--- src/rtl/spu_pkg.sv ---
// Shared types and default sizing for the local-store arbiter slice.
package spu_pkg;

  localparam int LS_ADDR_W_DEF    = 11;
  localparam int QW_W_DEF         = 128;
  localparam int BURST_LEN_DEF    = 8;
  localparam int STARVE_LIMIT_DEF = 16;

  typedef enum logic {
    ST_IDLE  = 1'b0,
    ST_BURST = 1'b1
  } arb_state_e;

  typedef enum logic [1:0] {
    RQ_NONE = 2'd0,
    RQ_DMA  = 2'd1,
    RQ_LSU  = 2'd2,
    RQ_IFU  = 2'd3
  } req_id_e;

endpackage

--- src/rtl/ls_starve_ctr.sv ---
// Counts consecutive cycles the IFU waits ungranted, saturating at STARVE_LIMIT.
// starved_o is registered state only, so it never loops back through the grant logic.
module ls_starve_ctr
  import spu_pkg::*;
#(
  parameter int STARVE_LIMIT = STARVE_LIMIT_DEF
) (
  input  logic clk,
  input  logic reset,
  input  logic ifu_req_i,
  input  logic ifu_gnt_i,
  output logic starved_o
);

  localparam int CNT_W = $clog2(STARVE_LIMIT + 1);

  logic [CNT_W-1:0] cnt_q, cnt_d;

  always_comb begin
    cnt_d = cnt_q;
    if (!ifu_req_i || ifu_gnt_i) begin
      cnt_d = '0;
    end else if (cnt_q != CNT_W'(STARVE_LIMIT)) begin
      cnt_d = cnt_q + CNT_W'(1);
    end
  end

  always_ff @(posedge clk or negedge reset) begin
    if (!reset) begin
      cnt_q <= '0;
    end else begin
      cnt_q <= cnt_d;
    end
  end

  assign starved_o = (cnt_q == CNT_W'(STARVE_LIMIT));

endmodule

--- src/rtl/ls_arbiter.sv ---
// Local-store arbiter: DMA bursts, LSU and IFU share one single-port memory; grant is
// combinational from req, read data/rvalid follow one cycle after the grant, no queuing.
module ls_arbiter
  import spu_pkg::*;
#(
  parameter int LS_ADDR_W    = LS_ADDR_W_DEF,
  parameter int QW_W         = QW_W_DEF,
  parameter int BURST_LEN    = BURST_LEN_DEF,
  parameter int STARVE_LIMIT = STARVE_LIMIT_DEF
) (
  input  logic                 clk,
  input  logic                 reset,
  input  logic                 dma_req,
  input  logic                 dma_we,
  input  logic [LS_ADDR_W-1:0] dma_addr,
  input  logic [QW_W-1:0]      dma_wdata,
  output logic                 dma_gnt,
  output logic                 dma_rvalid,
  input  logic                 lsu_req,
  input  logic                 lsu_we,
  input  logic [LS_ADDR_W-1:0] lsu_addr,
  input  logic [QW_W-1:0]      lsu_wdata,
  output logic                 lsu_gnt,
  output logic                 lsu_rvalid,
  input  logic                 ifu_req,
  input  logic [LS_ADDR_W-1:0] ifu_addr,
  output logic                 ifu_gnt,
  output logic                 ifu_rvalid,
  output logic                 ifu_stall,
  output logic [QW_W-1:0]      rdata,
  output logic                 mem_en,
  output logic                 mem_we,
  output logic [LS_ADDR_W-1:0] mem_addr,
  output logic [QW_W-1:0]      mem_wdata,
  input  logic [QW_W-1:0]      mem_rdata
);

  localparam int BEAT_W = (BURST_LEN > 1) ? $clog2(BURST_LEN) : 1;

  arb_state_e           state_q, state_d;
  logic [BEAT_W-1:0]    beat_q, beat_d;
  logic [LS_ADDR_W-1:0] base_q, base_d;
  logic                 bwe_q, bwe_d;
  logic                 rv_dma_q, rv_dma_d;
  logic                 rv_lsu_q, rv_lsu_d;
  logic                 rv_ifu_q, rv_ifu_d;
  req_id_e              win;
  logic                 starved;

  ls_starve_ctr #(
    .STARVE_LIMIT (STARVE_LIMIT)
  ) u_starve (
    .clk       (clk),
    .reset     (reset),
    .ifu_req_i (ifu_req),
    .ifu_gnt_i (ifu_gnt),
    .starved_o (starved)
  );

  always_comb begin
    state_d   = state_q;
    beat_d    = beat_q;
    base_d    = base_q;
    bwe_d     = bwe_q;
    win       = RQ_NONE;
    mem_en    = 1'b0;
    mem_we    = 1'b0;
    mem_addr  = '0;
    mem_wdata = '0;

    // Reset low masks every grant even though the inputs may still be requesting.
    if (!reset) begin
      win = RQ_NONE;
    end else if (state_q == ST_BURST) begin
      win       = RQ_DMA;
      mem_en    = 1'b1;
      mem_we    = bwe_q;
      mem_addr  = base_q + LS_ADDR_W'(beat_q);
      mem_wdata = dma_wdata;
      if (beat_q == BEAT_W'(BURST_LEN - 1)) begin
        state_d = ST_IDLE;
        beat_d  = '0;
      end else begin
        beat_d = beat_q + BEAT_W'(1);
      end
    end else begin
      if (starved && ifu_req) begin
        win = RQ_IFU;
      end else if (dma_req) begin
        win = RQ_DMA;
      end else if (lsu_req) begin
        win = RQ_LSU;
      end else if (ifu_req) begin
        win = RQ_IFU;
      end

      case (win)
        RQ_DMA: begin
          mem_en    = 1'b1;
          mem_we    = dma_we;
          mem_addr  = dma_addr;
          mem_wdata = dma_wdata;
          base_d    = dma_addr;
          bwe_d     = dma_we;
          if (BURST_LEN > 1) begin
            state_d = ST_BURST;
            beat_d  = BEAT_W'(1);
          end
        end
        RQ_LSU: begin
          mem_en    = 1'b1;
          mem_we    = lsu_we;
          mem_addr  = lsu_addr;
          mem_wdata = lsu_wdata;
        end
        RQ_IFU: begin
          mem_en   = 1'b1;
          mem_addr = ifu_addr;
        end
        default: ;
      endcase
    end

    rv_dma_d = (win == RQ_DMA) && !mem_we;
    rv_lsu_d = (win == RQ_LSU) && !mem_we;
    rv_ifu_d = (win == RQ_IFU);
  end

  always_ff @(posedge clk or negedge reset) begin
    if (!reset) begin
      state_q  <= ST_IDLE;
      beat_q   <= '0;
      base_q   <= '0;
      bwe_q    <= 1'b0;
      rv_dma_q <= 1'b0;
      rv_lsu_q <= 1'b0;
      rv_ifu_q <= 1'b0;
    end else begin
      state_q  <= state_d;
      beat_q   <= beat_d;
      base_q   <= base_d;
      bwe_q    <= bwe_d;
      rv_dma_q <= rv_dma_d;
      rv_lsu_q <= rv_lsu_d;
      rv_ifu_q <= rv_ifu_d;
    end
  end

  assign dma_gnt    = (win == RQ_DMA);
  assign lsu_gnt    = (win == RQ_LSU);
  assign ifu_gnt    = (win == RQ_IFU);
  assign ifu_stall  = ifu_req & ~ifu_gnt;
  assign dma_rvalid = rv_dma_q;
  assign lsu_rvalid = rv_lsu_q;
  assign ifu_rvalid = rv_ifu_q;
  // The memory already delays read data by one cycle, lining it up with rvalid.
  assign rdata      = mem_rdata;

endmodule

--- config.mk ---
export PLATFORM = sky130hd
export DESIGN_NAME = ls_arbiter
export DESIGN_NICKNAME = d
export VERILOG_FILES = /design/src/rtl/spu_pkg.sv /design/src/rtl/ls_starve_ctr.sv /design/src/rtl/ls_arbiter.sv
export SDC_FILE = /design/constraint.sdc
export NUM_CORES = 1
export LEC_CHECK = 0
export CORE_AREA = 5 5 272 274
export CTS_CLUSTER_DIAMETER = 40
export CTS_CLUSTER_SIZE = 14
export DETAILED_ROUTE_END_ITERATION = 8
export DIE_AREA = 0 0 277 279
export GPL_TIMING_DRIVEN = 1
export HOLD_SLACK_MARGIN = 0.08
export MAX_ROUTING_LAYER = met4
export PLACE_DENSITY = 0.37
export SLEW_MARGIN = 40
export SYNTH_ARGS = -nofsm -noshare
export SYNTH_HDL_FRONTEND = slang
export SYNTH_SLANG_ARGS = --single-unit
export TNS_END_PERCENT = 50
--- constraint.sdc ---
create_clock -name clk -period 4.9 [get_ports clk]
set_input_delay 0.735 -clock clk [delete_from_list [all_inputs] [get_ports clk]]
set_output_delay 0.735 -clock clk [all_outputs]
set_load 0.02 [all_outputs]
After elaboration in Yosys (flattened, before gate mapping). Cells that the tools add are included.

Bitwise operators: 3. Reduce and logical (&&, ||, !) cells: 11. Equal/unequal tests: 9. Mux-type cells: 28. Add/subtract/negate cells: 3.

Operator list (number): 2-to-1 mux 128 bit (2); case mux 128 bit (2 select lines) (1); case mux 11 bit (3 select lines) (1); 2-to-1 mux 11 bit (2); 2-to-1 mux 2 bit (8); adder 11 x 3 -> 11 bit (1); 2-to-1 mux 5 bit (2); 2-to-1 mux 3 bit (3); == test 2 bit, second input constant (4); 2-to-1 mux 1 bit (8); adder 5 x 1 -> 5 bit, second input constant (1); == test 5 bit, second input constant (1); inequality test 5 bit, second input constant (1); == test 2 x 1 -> 1 bit, second input constant (2); nonzero test 2 bit (2); adder 3 x 1 -> 3 bit, second input constant (1); == test 3 bit, second input constant (1); logical AND 1 bit (3); AND reduction 3 bit (1); OR reduction 3 bit (1); logical NOT 1 bit (2); NOT 1 bit (2); case mux 1 bit (2 select lines) (1); AND reduction 2 bit (1); other kinds (2) (2).

Flip-flop bits (word level): 24. Output and inout bits: 276. Input bits: 424. Word-level logic and storage cells: 62.

Longest topological paths before layout. Gate-level depths: netlist of the first run.

Depth in word-level cells: 12. Gate-level depth with buffers: 13. Mapped depth without buffers: 11.

Modules after synthesis. From an unflattened synthesis of the first run, not the netlist that was laid out.

Cell total of the unflattened synthesis: 490. Area total of the unflattened synthesis: 4083.9 um^2.

Modules (own cells, without submodules): ls_arbiter (area each 3779.9 um^2, times used 1, cells an instance 463); ls_starve_ctr (area each 304.0 um^2, times used 1, cells an instance 27).

Worst setup path before layout of the first run. OpenSTA, ideal clock, no wires.

Path kind: reg-to-output. Start: register u_starve.cnt_q[0]. End: output port mem_wdata[100]. Path buffers: 3. Stages on the path, launching flop included: 13. Data arrival time: 2439 ps. Path slack: 1726 ps. Cell sequence: dfrtp_1 inv_1 ha_1 nand4bb_1 buf_1 nand2_1 a21oi_1 ha_1 nor2b_1 o21a_1 clkbuf_1 buf_2 a22o_1.

Longest elaborated chain between the ends: 9. Elaborated cells on any way between the ends: 10.

Ends and longest elaborated chain: from (decl) (line ls_starve_ctr.sv:17) `logic [CNT_W-1:0] cnt_q, cnt_d;`; from (signal assigned) (line ls_starve_ctr.sv:32) `cnt_q <= cnt_d;`; == test 5 bit (*) (line ls_starve_ctr.sv:36) `assign starved_o = (cnt_q == CNT_W'(STARVE_LIMIT));`; logical AND 1 bit (*) (line ls_arbiter.sv:87) `if (starved && ifu_req) begin`; 2-to-1 mux 2 bit (*) (line ls_arbiter.sv:87); 2-to-1 mux 2 bit (*) (line ls_arbiter.sv:74) `end else if (state_q == ST_BURST) begin`; 2-to-1 mux 2 bit (*) (line ls_arbiter.sv:72) `if (!reset) begin`; == test 2 bit / == test 2 x 1 -> 1 bit (equally long branches) (line ls_arbiter.sv:97) `case (win)`; case mux 128 bit (2 select lines) (*) (line ls_arbiter.sv:97); 2-to-1 mux 128 bit (*) (line ls_arbiter.sv:74); 2-to-1 mux 128 bit (*) (line ls_arbiter.sv:72); to (decl) (line ls_arbiter.sv:34) `output logic [QW_W-1:0] mem_wdata,`.

Mark *: on every way between the ends. The rest lies on a longest branch, timed or not. The select of a mux whose other input is x is not followed.

Final worst setup path of the first run.
Start: input port lsu_req. End: output port mem_wdata[17].

Longest elaborated chain between the ends: 9. Elaborated cells on any way between the ends: 10.

Ends and longest elaborated chain: from (decl) (line ls_arbiter.sv:19) `input logic lsu_req,`; 2-to-1 mux 2 bit (*) (line ls_arbiter.sv:91) `end else if (lsu_req) begin`; 2-to-1 mux 2 bit (*) (line ls_arbiter.sv:89) `end else if (dma_req) begin`; 2-to-1 mux 2 bit (*) (line ls_arbiter.sv:87); 2-to-1 mux 2 bit (*) (line ls_arbiter.sv:74); 2-to-1 mux 2 bit (*) (line ls_arbiter.sv:72); == test 2 bit / == test 2 x 1 -> 1 bit (equally long branches) (line ls_arbiter.sv:97); case mux 128 bit (2 select lines) (*) (line ls_arbiter.sv:97); 2-to-1 mux 128 bit (*) (line ls_arbiter.sv:74); 2-to-1 mux 128 bit (*) (line ls_arbiter.sv:72).

Marks and branches as above.

==> metrics.cfg, run 1 <==
[synth]
ys_ff_latch=24
yosysWarnings=0
netlist_area_um2=3930
yosysMostFrequentCell=a22o_1
syn_inst=459
ys_seq_area_frac=0.153
synth_edf_count=0
synth_top_area_frac=0.299
ys.flop_type=dfrtp_1
synth.net_count=894
yosys-top-cells-area=a22o_1 (30%), buf_4 (24%), dfrtp_1 (15%), buf_2 (3.8%), mux2_2 (3.4%)
syn_avg_cell_area_um2=8.56
yosysTopAreaCell=a22o_1
synth_common_cells=a22o_1 (134), buf_4 (128), buf_2 (30), dfrtp_1 (24), mux2_2 (12)
synthDistinctLibCells=49
synthArstFlopShare=1.00

[route]
vias_per_cell=2.88
routedWlPerCell_um=21.0
antenna_left=0
wirelength_mm=36.1
dr.first_iter.drc_count=185
drtPass1Iterations=5
drc=0
via_count=4953

[global_routing]
grt_pass1_wl_mm=46.1
grt_overflow=0
grt_use_total=0.0884
grt_max_degree=74
grt_pass1_vias=5385
antenna_found_initial=14

[worst_hold_path]
min_path_type=flip-flop to flip-flop
whs_path_depth=1

[floorplan]
core.rowCount=98
die_area_um2=77300
io_pins=700
core-area_um2=71100
start_util=0.0552
die_w_um=277
die_y_um=279

[cts]
clk_pin_slew_ns=0.08
post_cts_resize_count=0
cts_root_buffer=clkbuf_16
ctsHoldBuffers=0
cts_max_path_buffers=2
clock-sinks=24
cts_buffers=3
cts_tree=yes
post-cts-setup-buffers=0
insertion_delay_ns=0.27
htreeDepth=1

[critical_path]
criticalPathCategory=primary input to primary output
crit_chain=clkdlybuf4s50_1 > nand2_1 > a21oi_1 > ha_1 > nor2b_1 > o21a_4 > buf_12 > a22o_1 > clkdlybuf4s50_1
cp-end-kind=primary output
cp_max_fo=73
cp.arrival_ns=3.62
cp-start-kind=primary input
crit_buf_inv=3
required_ns=4.16
path_depth=9
r2r_cells=11
cpMostUsedCell=clkdlybuf4s50_1
cpMaxStageDelayCell=clkdlybuf4s50_1
max_stage_delay_ns=0.61
critical-path-top-delay-family=buffers and inverters

[final_layout]
area_growth_pct=130
drive_gt1_frac=0.115
nets=1193
fillers=8108
multiInputGateArea_um2=2180
regArea_um2=601

[timing]
worst_pin_slew_ns=0.645
slew_headroom=0.570
finClkSkew_ns=0.0109
finalHoldViolations=0
grt_setup_unrepaired=no
drv_slew=0
fin_crit_ns=4.36
tns_ns=0
finalSetupViolCount=0
fmax_mhz=230
final.setup.worst_slack_ns=0.544
post-route-period-util=0.889

[flow_run]
maxCapViolations=0

[power_and_ir_drop]
peakVddDrop_mv=0.141
p_per_area_nw_per_um2=255
leakagePower_nw=3.15

[place]
hpwlAfterDp_mm=33.2
place_congestion=0.844
dp_slack_ns=0.576
port_buffers=443

[run_status]
status=finished, final reports clean

[power by group]
part	leakage, nW	total, W	switching [W]	internal (W)
Sequential	0.299	0.000356	0.0000892	0.000267
Combinational	2.80	0.00170	0.000805	0.000890
Clock	0.0512	0.000252	0.0000888	0.000163
[per-stage QoR]
stage | hold slack, ns | utilization | std cells | power (W) | area (um2)
finish | 0.522 | 0.127 | 1720 | 0.00230 | 9030
floorplan | 0.439 | - | 459 | 0.00124 | 3930
global route | 0.554 | 0.127 | 1719 | 0.00246 | 9030
global placement | 0.497 | 0.125 | 1702 | 0.00209 | 8880
detailed placement | 0.503 | 0.125 | 1703 | 0.00210 | 8890
CTS | 0.523 | 0.127 | 1707 | 0.00236 | 9000
[sequential cells by signal (all words and copies together), names as in the netlist]
name,flops
base_q,11
beat_q,3
bwe_q,1
dma_rvalid,1
ifu_rvalid,1
lsu_rvalid,1
state_q,1
u_starve.cnt_q,5
[final timing paths]
check | startpoint | to | slack (ns)
setup / recovery | lsu_req | mem_wdata[17] | 0.54
hold / removal | bwe_q$_DFFE_PN0P_ | bwe_q$_DFFE_PN0P_ | 0.52
max in group asynchronous | reset | dma_rvalid$_DFF_PN0_ | 3.48
hold reg to reg | bwe_q$_DFFE_PN0P_ | bwe_q$_DFFE_PN0P_ | 0.52
setup reg to reg | u_starve.cnt_q[0]$_DFFE_PN0P_ | base_q[6]$_DFFE_PN0P_ | 2.11
min in group asynchronous | reset | beat_q[0]$_DFFE_PN0P_ | 0.90
[metal layers]
layer	vias to the layer above	track usage	wire length [um]
met3	64	0.0479	4840
met4	0	0.0376	1710
met1	2261	0.0905	13100
met2	391	0.142	16400
li1	2237	-	-
met5	-	-	0
[cells by family (layout without fill, tap and decap cells)]
group	Yosys count	in the layout	share of synthesized area
xor gates and xnor gates	9	9	0.0201
other	0	13	0
AOI/OAI and AO/OA	182	182	0.387
and+or+nand+nor	50	50	0.0736
buffers and inverters	171	469	0.295
muxes	12	12	0.0344
adders and majority gates	11	11	0.0370
DFF	24	24	0.153
[area by class of cell]
cell class	instances	share of cell area
timing repair buffer	460	0.543
multi-input combinational	264	0.242
tap	950	0.132
sequential	24	0.0665
clock buffer	3	0.00831
antenna	13	0.00360
clock inverter	1	0.00333
inverter	5	0.00208
[cell usage in the layout (no fill, tap or decap), drive strengths merged, types with 2 or more instances in the layout]
cell type / n
inv: 5
buf: 62
nand2: 10
nand4: 3
o21ai: 8
a41oi: 2
and2: 3
xor2: 5
o21a: 2
clkbuf: 3
a22oi: 4
or2: 2
nor2b: 5
a22o: 134
nor3: 3
diode: 13
a21o: 2
nor2: 7
a222oi: 7
nand3: 6
a211oi: 3
a21boi: 3
dfrtp: 24
ha: 10
xnor2: 4
a21oi: 6
a31oi: 2
mux2: 12
nor3b: 2
o22ai: 4
nand2b: 3
clkdlybuf4s50: 398
Note: power is estimated with default switching activity, not from simulation.
==> run 2, diff against run 1 <==
--- a/config.mk
+++ b/config.mk
@@ -5,15 +5,15 @@
 export SDC_FILE = /design/constraint.sdc
 export NUM_CORES = 1
 export LEC_CHECK = 0
-export CORE_AREA = 5 5 272 274
+export CORE_AREA = 5 5 266 268
 export CTS_CLUSTER_DIAMETER = 40
 export CTS_CLUSTER_SIZE = 14
 export DETAILED_ROUTE_END_ITERATION = 8
-export DIE_AREA = 0 0 277 279
+export DIE_AREA = 0 0 271 273
 export GPL_TIMING_DRIVEN = 1
 export HOLD_SLACK_MARGIN = 0.08
 export MAX_ROUTING_LAYER = met4
-export PLACE_DENSITY = 0.37
+export PLACE_DENSITY = 0.39
 export SLEW_MARGIN = 40
 export SYNTH_ARGS = -nofsm -noshare
 export SYNTH_HDL_FRONTEND = slang
==> constraint.sdc (replaced) <==
create_clock -name clk -period 3.9 [get_ports clk]
set_input_delay 0.585 -clock clk [delete_from_list [all_inputs] [get_ports clk]]
set_output_delay 0.585 -clock clk [all_outputs]
set_load 0.02 [all_outputs]
==> run 2 against run 1 <==
Net effect: critical path depth rose by 2; register-to-register slack got worse by 0.88 ns; sequential power rose by 21%; global-route usage fell by 0.23 points; sequential share of layout area fell by 0.20 points; first-iteration DRC count fell by 7.6%; final area rose by 3.2%; total power rose by 21%; critical path type is now flip-flop to primary output; critical endpoint is now mem_wdata[37].
==> metrics.cfg, run 2 (synthesized netlist as in run 1, its figures left out) <==
[timing]
finalHoldViolations=0  ; unchanged
fmax_mhz=266
slew_headroom=0.603  ; was 0.570
drv_slew=0  ; unchanged
timing.hold.ws_ns=0.516  ; was 0.522 ns
post-route-period-util=0.964
fin_crit_ns=3.76
worst_pin_slew_ns=0.591  ; was 0.645 ns
finClkSkew_ns=0.00388  ; was 0.0109 ns
final.setup.worst_slack_ns=0.139  ; was 0.544 ns
finalSetupViolCount=0  ; unchanged
grt_setup_unrepaired=yes  ; was no

[flow_run]
maxCapViolations=0  ; unchanged

[place]
dp_cells=1659  ; was 1703
hpwlAfterDp_mm=30.1  ; was 33.2 mm
placed_cell_area_um2=8860  ; was 8890 um2
dp_slack_ns=-0.0271  ; was 0.576 ns
port_buffers=443  ; unchanged
place_congestion=0.863  ; was 0.844

[critical_path]
crit_start=u_starve.cnt_q[0]$_DFFE_PN0P_  ; was lsu_req
cpMostUsedCell=ha_1  ; was clkdlybuf4s50_1
criticalPathCategory=flip-flop to primary output  ; was primary input to primary output
r2r-start=u_starve.cnt_q[0]$_DFFE_PN0P_  ; unchanged
cp-end-kind=primary output  ; unchanged
crit_chain=inv_1 > ha_1 > nand4bb_1 > nand2_1 > a21oi_2 > ha_1 > nor2b_2 > o21a_4 > buf_16 > a22o_1 > clkdlybuf4s50_1  ; was clkdlybuf4s50_1 > nand2_1 > a21oi_1 > ha_1 > nor2b_1 > o21a_4 > buf_12 > a22o_1 > clkdlybuf4s50_1
max_stage_delay_ns=0.62  ; was 0.61 ns
crit_end=mem_wdata[37]  ; was mem_wdata[17]
cp.arrival_ns=3.18  ; was 3.62 ns
timing.rr.end=lsu_rvalid$_DFF_PN0_  ; was base_q[6]$_DFFE_PN0P_
path_depth=11  ; was 9
reg2reg_slack_ns=1.23  ; was 2.11 ns
cp-start-kind=flip-flop  ; was primary input
cp_max_fo=55  ; was 73
r2r_cells=11  ; unchanged
required_ns=3.31  ; was 4.16 ns
critical-path-top-delay-family=buffers and inverters  ; unchanged
crit_buf_inv=3  ; unchanged
cpMaxStageDelayCell=clkdlybuf4s50_1  ; unchanged

[route]
dr_wl_met3_mm=4.35  ; was 4.84 mm
via_count=5049  ; was 4953
vias_per_cell=3.01  ; was 2.88
route.met2.wl_mm=16.5  ; was 16.4 mm
wirelength_mm=33.8  ; was 36.1 mm
antenna_left=0  ; unchanged
drc=0  ; unchanged
routedWlPerCell_um=20.2  ; was 21.0 um
drtPass1Iterations=5  ; unchanged
dr.first_iter.drc_count=171  ; was 185
wl_met1_mm=11.4  ; was 13.1 mm
routed.top_layer=met4  ; unchanged

[floorplan]
start_util=0.0577  ; was 0.0552
die_w_um=271  ; was 277 um
io_pins=700  ; unchanged
core.rowCount=96  ; was 98
die_y_um=273  ; was 279 um
die_area_um2=74000  ; was 77300 um2
core-area_um2=68100  ; was 71100 um2

[global_routing]
grt_pass1_wl_mm=43.8  ; was 46.1 mm
grt_use_total=0.0860  ; was 0.0884
grt_pass1_vias=5597  ; was 5385
grt_overflow=0  ; unchanged
antenna_found_initial=10  ; was 14
grt_max_degree=55  ; was 74

[cts]
cts_buffers=3  ; unchanged
insertion_delay_ns=0.27  ; about the same
cts_max_path_buffers=2  ; unchanged
cts_tree=yes  ; unchanged
htreeDepth=1  ; unchanged
clock-sinks=24  ; unchanged
cts_root_buffer=clkbuf_16  ; unchanged
clk_pin_slew_ns=0.07  ; was 0.08 ns

[final_layout]
finalNonFillerCells=1675  ; was 1720
top_register=base_q  ; unchanged
nets=1219  ; was 1193
drive_gt1_frac=0.120  ; was 0.115
layout_commonest_cell=clkdlybuf4s50_1  ; unchanged
utilization=0.137  ; was 0.127
area_growth_pct=137  ; was 130%
reg_top3=base_q x11, u_starve.cnt_q x5, beat_q x3  ; unchanged
fin_area_um2=9320  ; was 9030 um2
largest_register_ffs=11  ; unchanged
final_cell_mix=clkdlybuf4s50_1 (312), a22o_1 (134), dlymetal6s2s_1 (102)  ; was clkdlybuf4s50_1 (398), a22o_1 (134), buf_12 (36)

[power_and_ir_drop]
p_per_area_nw_per_um2=299  ; was 255 nW/um2
leakagePower_nw=4.70  ; was 3.15 nW
peakVddDrop_mv=0.165  ; was 0.141 mV

[run_status]
status=finished, final reports clean  ; unchanged

[worst_hold_path]
min_path_type=flip-flop to flip-flop  ; unchanged

run 2: routing by layer:
layer | vias up | global-route usage
met4 | 0 | 0.0367
met1 | 2307 | 0.0792
met5 | - | -
met2 | 407 | 0.147
li1 | 2285 | -
met3 | 50 | 0.0484
run 2: metrics by stage:
stage	power [W]	TNS, ns
4_1_cts	0.00287	0
5_1_grt	0.00297	-0.0945
2_1_floorplan	0.00155	0
6_report	0.00279	0
3_5_place_dp	0.00254	-0.0625
3_3_place_gp	0.00254	-0.323
run 2: layout make-up:
| class | count | area, um2 |
|---|---|---|
| fillers | 7704 | 58800 |
| inverters | 5 | 18.8 |
| clock buffers | 3 | 75.1 |
| diodes | 10 | 25.0 |
| clock inverters | 1 | 30.0 |
| well taps | 882 | 1100 |
| flip-flops and latches | 24 | 601 |
| repair buffers | 486 | 5270 |
| multi-input cells | 264 | 2190 |
run 2: power by group:
part           switching, W  total [W]  internal, W
Clock              0.000106   0.000311     0.000205
Sequential        0.0000928   0.000429     0.000336
Combinational      0.000967    0.00205      0.00108
run 2: how the worst min path moves through the flow:
stage / cells after the start / slack [ns] / from / endpoint
4_1_cts: 1 / 0.52 / bwe_q$_DFFE_PN0P_ / bwe_q$_DFFE_PN0P_
5_1_grt: 1 / 0.53 / bwe_q$_DFFE_PN0P_ / bwe_q$_DFFE_PN0P_
2_1_floorplan: 0 / 0.29 / reset / base_q[0]$_DFFE_PN0P_
6_report: 1 / 0.52 / base_q[2]$_DFFE_PN0P_ / base_q[2]$_DFFE_PN0P_
3_5_place_dp: 1 / 0.50 / bwe_q$_DFFE_PN0P_ / bwe_q$_DFFE_PN0P_
3_3_place_gp: 1 / 0.49 / bwe_q$_DFFE_PN0P_ / bwe_q$_DFFE_PN0P_
run 2: repair_timing:
action,CTS,global route
cloned,1,0
setup buffers,1,0
pin swaps,1,0
setup endpoints to repair,75,104
hold buffers,0,0
gates resized for setup,9,104
